`config.mk`:
```
export PLATFORM = sky130hd
export DESIGN_NAME = tdm_slot_scheduler
export DESIGN_NICKNAME = d
export VERILOG_FILES = /design/src/rtl/tdm_slot_scheduler.sv
export SDC_FILE = /design/constraint.sdc
export NUM_CORES = 1
export LEC_CHECK = 0
export ABC_AREA = 1
export BUFFER_PORTS_ARGS = -buffer_cell sky130_fd_sc_hd__buf_2
export CELL_PAD_IN_SITES_DETAIL_PLACEMENT = 0
export CELL_PAD_IN_SITES_GLOBAL_PLACEMENT = 1
export CORE_MARGIN = 5
export CORE_UTILIZATION = 43
export DETAILED_ROUTE_END_ITERATION = 10
export GPL_TIMING_DRIVEN = 1
export MAX_ROUTING_LAYER = met4
export PLACE_DENSITY_LB_ADDON = 0.15
export SLEW_MARGIN = 20
export SYNTH_ARGS = -nofsm -noshare
export SYNTH_HDL_FRONTEND = slang
export SYNTH_SLANG_ARGS = --single-unit
```
`constraint.sdc`:
```
create_clock -name clk_4f -period 3 [get_ports clk_4f]
set_clock_uncertainty 0.2 [all_clocks]
set_input_delay 0.6 -clock clk_4f [delete_from_list [all_inputs] [get_ports clk_4f]]
set_output_delay 0.6 -clock clk_4f [all_outputs]
set_load 0.1 [all_outputs]
```
`src/rtl/tdm_slot_scheduler.sv`:
```
// rtl/tdm_slot_scheduler.sv - four-lane TDM slot scheduler with per-lane FIFOs
// Optional per-lane idle-slot counters are built when SCHED_STATS_EN is defined.
module tdm_slot_scheduler #(
  parameter int WIDTH        = 8,
  parameter int DEPTH        = 4,
  parameter int ALIGN_FRAMES = 1
) (
  input  logic             clk_4f,
  input  logic             reset,
  input  logic             enable,
  input  logic [3:0]       in_valid,
  input  logic [WIDTH-1:0] in_data0,
  input  logic [WIDTH-1:0] in_data1,
  input  logic [WIDTH-1:0] in_data2,
  input  logic [WIDTH-1:0] in_data3,
  output logic [3:0]       in_ready,
  output logic [WIDTH:0]   out_word,
  output logic [1:0]       slot,
  output logic             frame_start,
  output logic             busy
`ifdef SCHED_STATS_EN
  ,
  input  logic             stats_clr,
  output logic [7:0]       idle_cnt0,
  output logic [7:0]       idle_cnt1,
  output logic [7:0]       idle_cnt2,
  output logic [7:0]       idle_cnt3
`endif
);
  localparam int AW = $clog2(DEPTH);
  localparam int CW = AW + 1;
  localparam logic [15:0] ALIGN_LAST = 16'(ALIGN_FRAMES - 1);

  localparam logic [1:0] ST_IDLE  = 2'd0;
  localparam logic [1:0] ST_ALIGN = 2'd1;
  localparam logic [1:0] ST_RUN   = 2'd2;

  logic [WIDTH-1:0] mem [4][DEPTH];
  logic [AW-1:0]    wr_ptr [4];
  logic [AW-1:0]    rd_ptr [4];
  logic [CW-1:0]    count [4];
  logic [WIDTH-1:0] lane_data [4];
  logic [3:0]       push;
  logic [3:0]       pop;

  logic [1:0]       state, state_d;
  logic [1:0]       slot_d;
  logic [WIDTH:0]   word_d;
  logic             fs_d;
  logic [15:0]      align_cnt, align_d;

  assign lane_data[0] = in_data0;
  assign lane_data[1] = in_data1;
  assign lane_data[2] = in_data2;
  assign lane_data[3] = in_data3;

  // A full lane stays not-ready even while being popped: no pass-through.
  always_comb begin
    for (int k = 0; k < 4; k++) begin
      in_ready[k] = (count[k] != CW'(DEPTH));
    end
  end

  assign push = in_valid & in_ready;

  always_comb begin
    state_d = state;
    slot_d  = slot + 2'd1;
    align_d = align_cnt;
    word_d  = '0;
    pop     = '0;
    case (state)
      ST_IDLE: begin
        slot_d  = 2'd0;
        align_d = '0;
        if (enable) state_d = ST_ALIGN;
      end
      ST_ALIGN: begin
        if (slot == 2'd3) begin
          if (!enable)                      state_d = ST_IDLE;
          else if (align_cnt == ALIGN_LAST) state_d = ST_RUN;
          else                              align_d = align_cnt + 16'd1;
        end
      end
      ST_RUN: begin
        if (slot == 2'd3 && !enable) state_d = ST_IDLE;
      end
      default: state_d = ST_IDLE;
    endcase
    if (state_d == ST_IDLE) slot_d = 2'd0;
    fs_d = (state_d != ST_IDLE) && (slot_d == 2'd0);
    // Counts are pre-edge, so a word pushed this cycle cannot be emitted now.
    if (state_d == ST_RUN && count[slot_d] != '0) begin
      pop[slot_d] = 1'b1;
      word_d      = {1'b1, mem[slot_d][rd_ptr[slot_d]]};
    end
  end

  always_ff @(posedge clk_4f) begin
    for (int k = 0; k < 4; k++) begin
      if (push[k]) mem[k][wr_ptr[k]] <= lane_data[k];
    end
  end

  always_ff @(posedge clk_4f or posedge reset) begin
    if (reset) begin
      for (int k = 0; k < 4; k++) begin
        wr_ptr[k] <= '0;
        rd_ptr[k] <= '0;
        count[k]  <= '0;
      end
    end else begin
      for (int k = 0; k < 4; k++) begin
        if (push[k]) wr_ptr[k] <= wr_ptr[k] + 1'b1;
        if (pop[k])  rd_ptr[k] <= rd_ptr[k] + 1'b1;
        case ({push[k], pop[k]})
          2'b10:   count[k] <= count[k] + 1'b1;
          2'b01:   count[k] <= count[k] - 1'b1;
          default: count[k] <= count[k];
        endcase
      end
    end
  end

  always_ff @(posedge clk_4f or posedge reset) begin
    if (reset) begin
      state       <= ST_IDLE;
      slot        <= '0;
      out_word    <= '0;
      frame_start <= 1'b0;
      busy        <= 1'b0;
      align_cnt   <= '0;
    end else begin
      state       <= state_d;
      slot        <= slot_d;
      out_word    <= word_d;
      frame_start <= fs_d;
      busy        <= (state_d != ST_IDLE);
      align_cnt   <= align_d;
    end
  end

`ifdef SCHED_STATS_EN
  logic [7:0] idle_cnt [4];
  logic [3:0] idle_hit;

  always_comb begin
    idle_hit = '0;
    if (state_d == ST_RUN && count[slot_d] == '0) idle_hit[slot_d] = 1'b1;
  end

  // Clear takes priority over a same-cycle increment; counters saturate.
  always_ff @(posedge clk_4f or posedge reset) begin
    if (reset) begin
      for (int k = 0; k < 4; k++) idle_cnt[k] <= '0;
    end else begin
      for (int k = 0; k < 4; k++) begin
        if (stats_clr)                                idle_cnt[k] <= '0;
        else if (idle_hit[k] && idle_cnt[k] != 8'hFF) idle_cnt[k] <= idle_cnt[k] + 8'd1;
      end
    end
  end

  assign idle_cnt0 = idle_cnt[0];
  assign idle_cnt1 = idle_cnt[1];
  assign idle_cnt2 = idle_cnt[2];
  assign idle_cnt3 = idle_cnt[3];
`endif
endmodule
```
======== Word-level counts from Yosys, hierarchy flattened ========
Memories as Yosys holds them, arrays and structs flattened.
Index checks and enable logic that the tools add are counted.
operators by class
  equality and inequality tests ........... 19
  add/sub/neg operators ................... 18
  multiplexer cells ....................... 45
  bitwise operators ....................... 7
  reductions and logical operators ........ 21
  $lt $le $gt $ge ......................... 12
operator list
  cell                                                       count
  two-way mux 32 bit                                         4
  demux 8 bit (select 2 bit)                                 4
  two-way mux 16 bit                                         3
  two-way mux 8 bit                                          6
  case mux 16 bit (2 select lines)                           1
  case mux 3 bit (2 select lines)                            4
  adder 2 x 1 -> 2 bit (second input constant)               9
  greater-or-equal comparator 3 bit (second input constant)  6
  two-way mux 2 bit                                          9
  NOT 2 -> 3 bit                                             6
  adder 16 x 1 -> 16 bit (second input constant)             1
  binary-select mux 8 bit (select 2 bit)                     1
  zero test 16 bit                                           1
  equality test 2 bit (second input constant)                7
  adder 3 x 1 -> 3 bit (second input constant)               4
  < comparator 3 x 1 -> 1 bit (second input constant)        4
  != test 3 bit (second input constant)                      4
  nonzero test 2 bit                                         6
  subtractor 3 x 1 -> 3 bit (second input constant)          4
  equality test 2 x 1 -> 1 bit (second input constant)       5
  two-way mux 9 bit                                          1
  logical AND 1 bit                                          8
  binary-select mux 3 bit (select 2 bit)                     1
  zero test 2 bit                                            3
  other kinds (13)                                           20
storage, ports and cells
  flip-flop bits (word level) ............. 59
  memories kept ........................... 1
  bits in writable memories ............... 128
  input bits .............................. 39
  logic and storage cells ................. 141
memory list
  memory  depth  width  read ports  clocked after memory_dff  wr ports  RTL line  source
  mem     4      32     1           0                         4         38        logic [WIDTH-1:0] mem [4][DEPTH];

======== Logic depth before layout (Yosys ltp) ========
  word-level depth ........................ 16
  gate-level depth with buffers ........... 26

======== Worst setup path after synthesis ========
No wires, ideal clock.
  kind .................................... reg-to-reg
  start point ............................. register slot[0]
  end point ............................... register count[2] (netlist bit)
  required time ........................... 2.669 ns
  period minus slack after synthesis ...... 3.823 ns
  data arrival time ....................... 3.492 ns
  slack ................................... -0.823 ns
  setup time .............................. 0.131 ns
  stages on the path, launching flop included .. 21
  cell sequence ........................... dfrtp_1 ha_1 inv_1 or2_2 nand2_2 nand3_4 buf_6 nand3_1 nand2_1 nand2_1 nand2_1 nand2_1 buf_4 nand3_2 inv_1 ha_1 inv_1 fa_1 a21oi_1 o21ai_0 xor2_1
on the way
  cells in the longest elaborated chain, start to end .. 15
RTL lines
  what                                                                   RTL line  source
  from (decl)                                                            18        output logic [1:0] slot,
  from (signal assigned)                                                 135       slot <= slot_d;
  equality test 2 bit                                                    79, 86
  logical AND 1 bit                                                      86        if (slot == 2'd3 && !enable) state_d = ST_IDLE;
  two-way mux 2 bit                                                      86
  case mux 2 bit (3 select lines)                                        72        case (state)
  zero test 2 bit                                                        90        if (state_d == ST_IDLE) slot_d = 2'd0;
  two-way mux 2 bit                                                      90
  NOT 2 -> 3 bit (not written as such)                                   93        if (state_d == ST_RUN && count[slot_d] != '0) begin
  binary-select mux 3 bit (select 2 bit)                                 93
  two-way mux 3 bit (not written as such) (2 in a row)                   93
  nonzero test 3 bit                                                     93
  logical AND 1 bit                                                      93
  two-way mux 4 bit (*)                                                  93
  named net pop[3]                                                       44        logic [3:0] pop;
  equality test 2 x 1 -> 1 bit or equality test 2 bit (tied branches)    116       case ({push[k], pop[k]})
  case mux 3 bit (2 select lines) or nonzero test 2 bit (tied branches)  -
  to (signal, indexed assignment)                                        117       2'b10: count[k] <= count[k] + 1'b1;
  to (signal, indexed assignment)                                        118       2'b01: count[k] <= count[k] - 1'b1;
  to (signal, indexed assignment)                                        119       default: count[k] <= count[k];
  to (decl)                                                              41        logic [CW-1:0] count [4];
The timed path passes the listed nets; every way through them passes the cells marked *. The select of a mux whose other input is x is not followed.
A chain may end at the register's enable or synchronous reset.

======== Worst setup path in the final report ========
  start point ............................. register align_cnt[1]
  end point ............................... register count[2] (netlist bit)
on the way
  cells in the longest elaborated chain, start to end .. 16
RTL lines
  what                                                                   RTL line  source
  from (decl)                                                            50        logic [15:0] align_cnt, align_d;
  from (signal assigned)                                                 139       align_cnt <= align_d;
  zero test 16 bit (*)                                                   81        else if (align_cnt == ALIGN_LAST) state_d = ST_RUN;
  two-way mux 2 bit (*)                                                  81
  two-way mux 2 bit (*)                                                  80        if (!enable) state_d = ST_IDLE;
  two-way mux 2 bit (*)                                                  79        if (slot == 2'd3) begin
  case mux 2 bit (3 select lines) (*)                                    72
  zero test 2 bit                                                        90
  two-way mux 2 bit                                                      90
  NOT 2 -> 3 bit (not written as such)                                   93
  binary-select mux 3 bit (select 2 bit)                                 93
  two-way mux 3 bit (not written as such) (2 in a row)                   93
  nonzero test 3 bit                                                     93
  logical AND 1 bit                                                      93
  two-way mux 4 bit (*)                                                  93
  named net pop[3]                                                       44
  equality test 2 x 1 -> 1 bit or equality test 2 bit (tied branches)    116
  case mux 3 bit (2 select lines) or nonzero test 2 bit (tied branches)  -
Marks and branches as above.

==> results.py <==
metrics = {
    "worst_setup_path": {
        "worst_ep_required_time_ns": 3.12,
        "timing.critical_path.from": "align_cnt[1]$_DFFE_PP0P_",
        "crit-reg2reg-launch": "align_cnt[1]$_DFFE_PP0P_",
        "worst_setup_path_end_kind": "register",
        "worstPathArrival_ns": 3.32,
        "critPathKind": "register to register",
        "start_kind": "register",
        "timing.critical_path.fanout_max": 6,
    },
    "floorplanning": {
        "floorplan.die.width_um": 156,
        "placementRows": 53,
        "floorplan.die_area_um2": 24400,
        "die_h_um": 156,
        "core-area_um2": 21000,
        "initial_core_util_pct": 43.7,
        "ios": 56,
    },
    "sta": {
        "relSlewSlack_pct": 48.4,
        "timing_max_transition_violations_final": 0,
        "number_of_setup_violations_in_the_final_report": 12,
        "fin_crit_ns": 3.20,
        "worst-slew-pin-transition_ns": 0.771,
        "setup_repair_after_global_routing_missed_its_margin": "yes",
        "finalWorstSetupSlack_ns": -0.198,
        "fin_setup_tns_ns": -1.21,
        "timing.final.hold_violations": 0,
        "max_freq_mhz": 313,
        "final.period_utilization_pct": 107,
    },
    "synthesis": {
        "synth_enable_flop_cells": 128,
        "post_synth_main_area_contributors": "sky130_fd_sc_hd__edfxtp_1 (42%), sky130_fd_sc_hd__dfrtp_1 (16%), sky130_fd_sc_hd__nand2_1 (9.4%)",
        "seq_area_frac_synth_pct": 57.9,
        "synth_largest_type_area_fraction_pct": 41.9,
        "postSynthRegisterBits": 187,
        "yosys_warnings": 0,
        "post-synth-top-area-cell": "sky130_fd_sc_hd__edfxtp_1",
        "synth_top_cells_by_count": "sky130_fd_sc_hd__nand2_1 (230), sky130_fd_sc_hd__inv_1 (195), sky130_fd_sc_hd__edfxtp_1 (128)",
        "dominantRegCellSynth": "sky130_fd_sc_hd__edfxtp_1",
        "synthMostInstantiatedCell": "sky130_fd_sc_hd__nand2_1",
        "post_synth_design_cell_area_um2": 9180,
        "syn-num-nets": 1042,
        "syn_inst": 976,
        "async_flop_share_pct": 31.6,
        "synth.distinct_cells": 33,
        "syn-mean-instance-area_um2": 9.41,
    },
    "final_layout": {
        "signed_area_change_from_the_synthesized_netlist_to_the_final_layout_pct": 26.3,
        "post_route_cells_drive_above_1_share_pct": 26.1,
        "design_area_um2": 11600,
        "final_nets": 1201,
        "diodes": 0,
    },
    "run": {
        "max_cap_viol_count": 0,
    },
    "route": {
        "via_count": 6721,
        "wl_per_cell_um": 16.0,
        "via_per_inst": 4.72,
        "remaining_drc_errors": 0,
        "totalWireLength_um": 22700,
        "antenna_violating_nets_post_route": 0,
        "drt_first_pass_iters": 5,
        "dr.first_iter.drc_count": 545,
    },
    "power_and_ir_drop": {
        "design_power_total_w": 0.0133,
        "highest_ir_drop_seen_on_vdd_uv": 632,
        "power_density_nw_per_um2": 1150,
        "power.static_leakage_nw": 5.49,
    },
    "global_route": {
        "grt_start_max_net_pins": 57,
        "grt_antenna_before_repair": 0,
        "grt-ovfl-total": 0,
        "grt_pass1_wl_um": 35000,
        "global_route.usage.met2_pct": 26.7,
        "met3_usage_pct": 2.61,
        "globalRouteTotalUtil_pct": 19.1,
        "grt_pass1_vias": 6267,
        "busiest_layer": "met1",
        "use_met1_pct": 29.8,
    },
    "placement": {
        "io_buffers": 55,
        "hpwl_um": 15900,
        "dpl-instance-area_um2": 10200,
        "pre_cts_slack_ns": -0.322,
        "place.gp.congestion": 0.819,
    },
    "clocking": {
        "path_clk_slew_ns": 0.08,
        "h_tree_levels": 4,
        "cts_buffer_count": 17,
        "tritoncts_num_sinks": 187,
        "cts_tree": "done",
        "ctsRootBufferMaster": "sky130_fd_sc_hd__clkbuf_16",
        "clk_path_buf_depth": 2,
        "clock_insertion_delay_worst_skew_ns": 0.43,
    },
    "outcome": {
        "violated_checks": "negative setup slack",
        "outcome": "finished with violations",
    },
    "hold_path": {
        "worstHoldPathType": "primary input to async pin",
    },
}
layout make-up:
| type | instances | area [um^2] |
|---|---|---|
| clock buffer | 17 | 425 |
| fill | 1885 | 9420 |
| clock inverter | 15 | 206 |
| timing repair buffer | 176 | 1360 |
| multi-input combinational | 555 | 3200 |
| tap | 275 | 344 |
| inverter | 198 | 743 |
| sequential | 187 | 5320 |
through the flow:
stage / util [%] / hold slack, ns / std cells
2_1_floorplan: - / 0.233 / 976
3_3_place_gp: 48.5 / 0.260 / 1343
3_5_place_dp: 48.5 / 0.262 / 1343
4_1_cts: 53.0 / 0.0439 / 1399
5_1_grt: 55.2 / 0.0757 / 1423
6_report: 55.2 / 0.0390 / 1423
worst paths after layout:
kind                       depth (start not counted)                        to  slack [ns]
setup reg to reg                                  25      count[2]$_DFFE_PP0P_       -0.20
min in group clk_4f                                1      mem[2][11]$_DFFE_PP_        0.18
max in group asynchronous                          3         slot[0]$_DFF_PP0_        2.20
hold / removal                                     3  align_cnt[4]$_DFFE_PP0P_        0.04
hold reg to reg                                    1      count[0]$_DFFE_PP0P_        0.28
setup / recovery                                  25      count[2]$_DFFE_PP0P_       -0.20
routing by layer:
metal  part of all wire [%]  vias to the layer above
met4                   0.93                        0
met5                      0                        -
li1                       -                     3458
met3                    5.3                       16
met1                     50                     3084
met2                     44                      163
cell families after synthesis:
group                      count (synthesis)  synth area share, %
AOI/OAI and AO/OA                         59                 3.45
xor gates and xnor gates                  16                 1.53
adders and majority gates                 27                 4.01
buffers and inverters                    235                 10.7
DFF                                      187                 57.9
and+or+nand+nor                          452                 22.4
power by group:
| part | internal (W) | leakage [nW] | switching (W) |
|---|---|---|---|
| combinational | 0.00280 | 3.26 | 0.00461 |
| sequential | 0.00337 | 1.93 | 0.000220 |
| clock | 0.00116 | 0.304 | 0.00117 |
| total | 0.00733 | 5.49 | 0.00600 |
flip-flops by register name (all words and copies together) (netlist names):
signal and flops:
mem 128, align_cnt 16, count 12, out_word 9, rd_ptr 8, wr_ptr 8
slot 2, state 2, busy 1, frame_start 1
cell usage in the layout, fill, tap and decap left out, types with 6 or more instances in the layout:
cell type | synthesis | final
sky130_fd_sc_hd__a21oi_1 | 17 | 12
sky130_fd_sc_hd__buf_2 | 9 | 55
sky130_fd_sc_hd__buf_4 | 2 | 102
sky130_fd_sc_hd__buf_6 | 11 | 10
sky130_fd_sc_hd__clkbuf_16 | 0 | 21
sky130_fd_sc_hd__clkinv_8 | 0 | 7
sky130_fd_sc_hd__dfrtp_1 | 59 | 57
sky130_fd_sc_hd__edfxtp_1 | 128 | 128
sky130_fd_sc_hd__ha_1 | 23 | 17
sky130_fd_sc_hd__ha_4 | 0 | 6
sky130_fd_sc_hd__inv_1 | 195 | 181
sky130_fd_sc_hd__inv_2 | 3 | 17
sky130_fd_sc_hd__nand2_1 | 230 | 217
sky130_fd_sc_hd__nand2_2 | 4 | 14
sky130_fd_sc_hd__nand3_1 | 22 | 14
sky130_fd_sc_hd__nand3_4 | 1 | 7
sky130_fd_sc_hd__nand4_1 | 87 | 87
sky130_fd_sc_hd__nor2_1 | 84 | 77
sky130_fd_sc_hd__nor2_2 | 10 | 12
sky130_fd_sc_hd__nor2_4 | 4 | 9
sky130_fd_sc_hd__o21ai_0 | 37 | 26
sky130_fd_sc_hd__o21ai_1 | 0 | 8
sky130_fd_sc_hd__xor2_1 | 12 | 12
what timing repair did:
action,in CTS,in global routing
resized for setup,32,53
endpoints found under the hold margin,0,0
hold buffers,0,0
buffers inserted,23,22
pin swaps,7,28
setup endpoints to repair,12,33
cloned,1,5
worst max-delay path, stage by stage (launching register included):
cell                      delay (ns)
sky130_fd_sc_hd__dfrtp_1        0.39
sky130_fd_sc_hd__inv_2          0.08
sky130_fd_sc_hd__ha_4           0.12
sky130_fd_sc_hd__inv_2          0.03
sky130_fd_sc_hd__nor2_1         0.07
sky130_fd_sc_hd__nand2_1        0.07
sky130_fd_sc_hd__nor2_2         0.12
sky130_fd_sc_hd__nand3_1        0.10
sky130_fd_sc_hd__nand2_2        0.10
sky130_fd_sc_hd__nand2_4        0.07
sky130_fd_sc_hd__nand3_4        0.16
sky130_fd_sc_hd__nand2_4        0.08
sky130_fd_sc_hd__nand2_1        0.06
sky130_fd_sc_hd__nand2_1        0.05
sky130_fd_sc_hd__nand2_1        0.07
sky130_fd_sc_hd__nand2_2        0.08
sky130_fd_sc_hd__nand2_4        0.15
sky130_fd_sc_hd__buf_12         0.13
sky130_fd_sc_hd__nand3_4        0.06
sky130_fd_sc_hd__inv_2          0.06
sky130_fd_sc_hd__ha_4           0.12
sky130_fd_sc_hd__inv_2          0.04
sky130_fd_sc_hd__fa_2           0.34
sky130_fd_sc_hd__a21oi_2        0.11
sky130_fd_sc_hd__o21ai_1        0.08
sky130_fd_sc_hd__xor2_1         0.14
No activity file was read; power rests on OpenSTA's default activity.
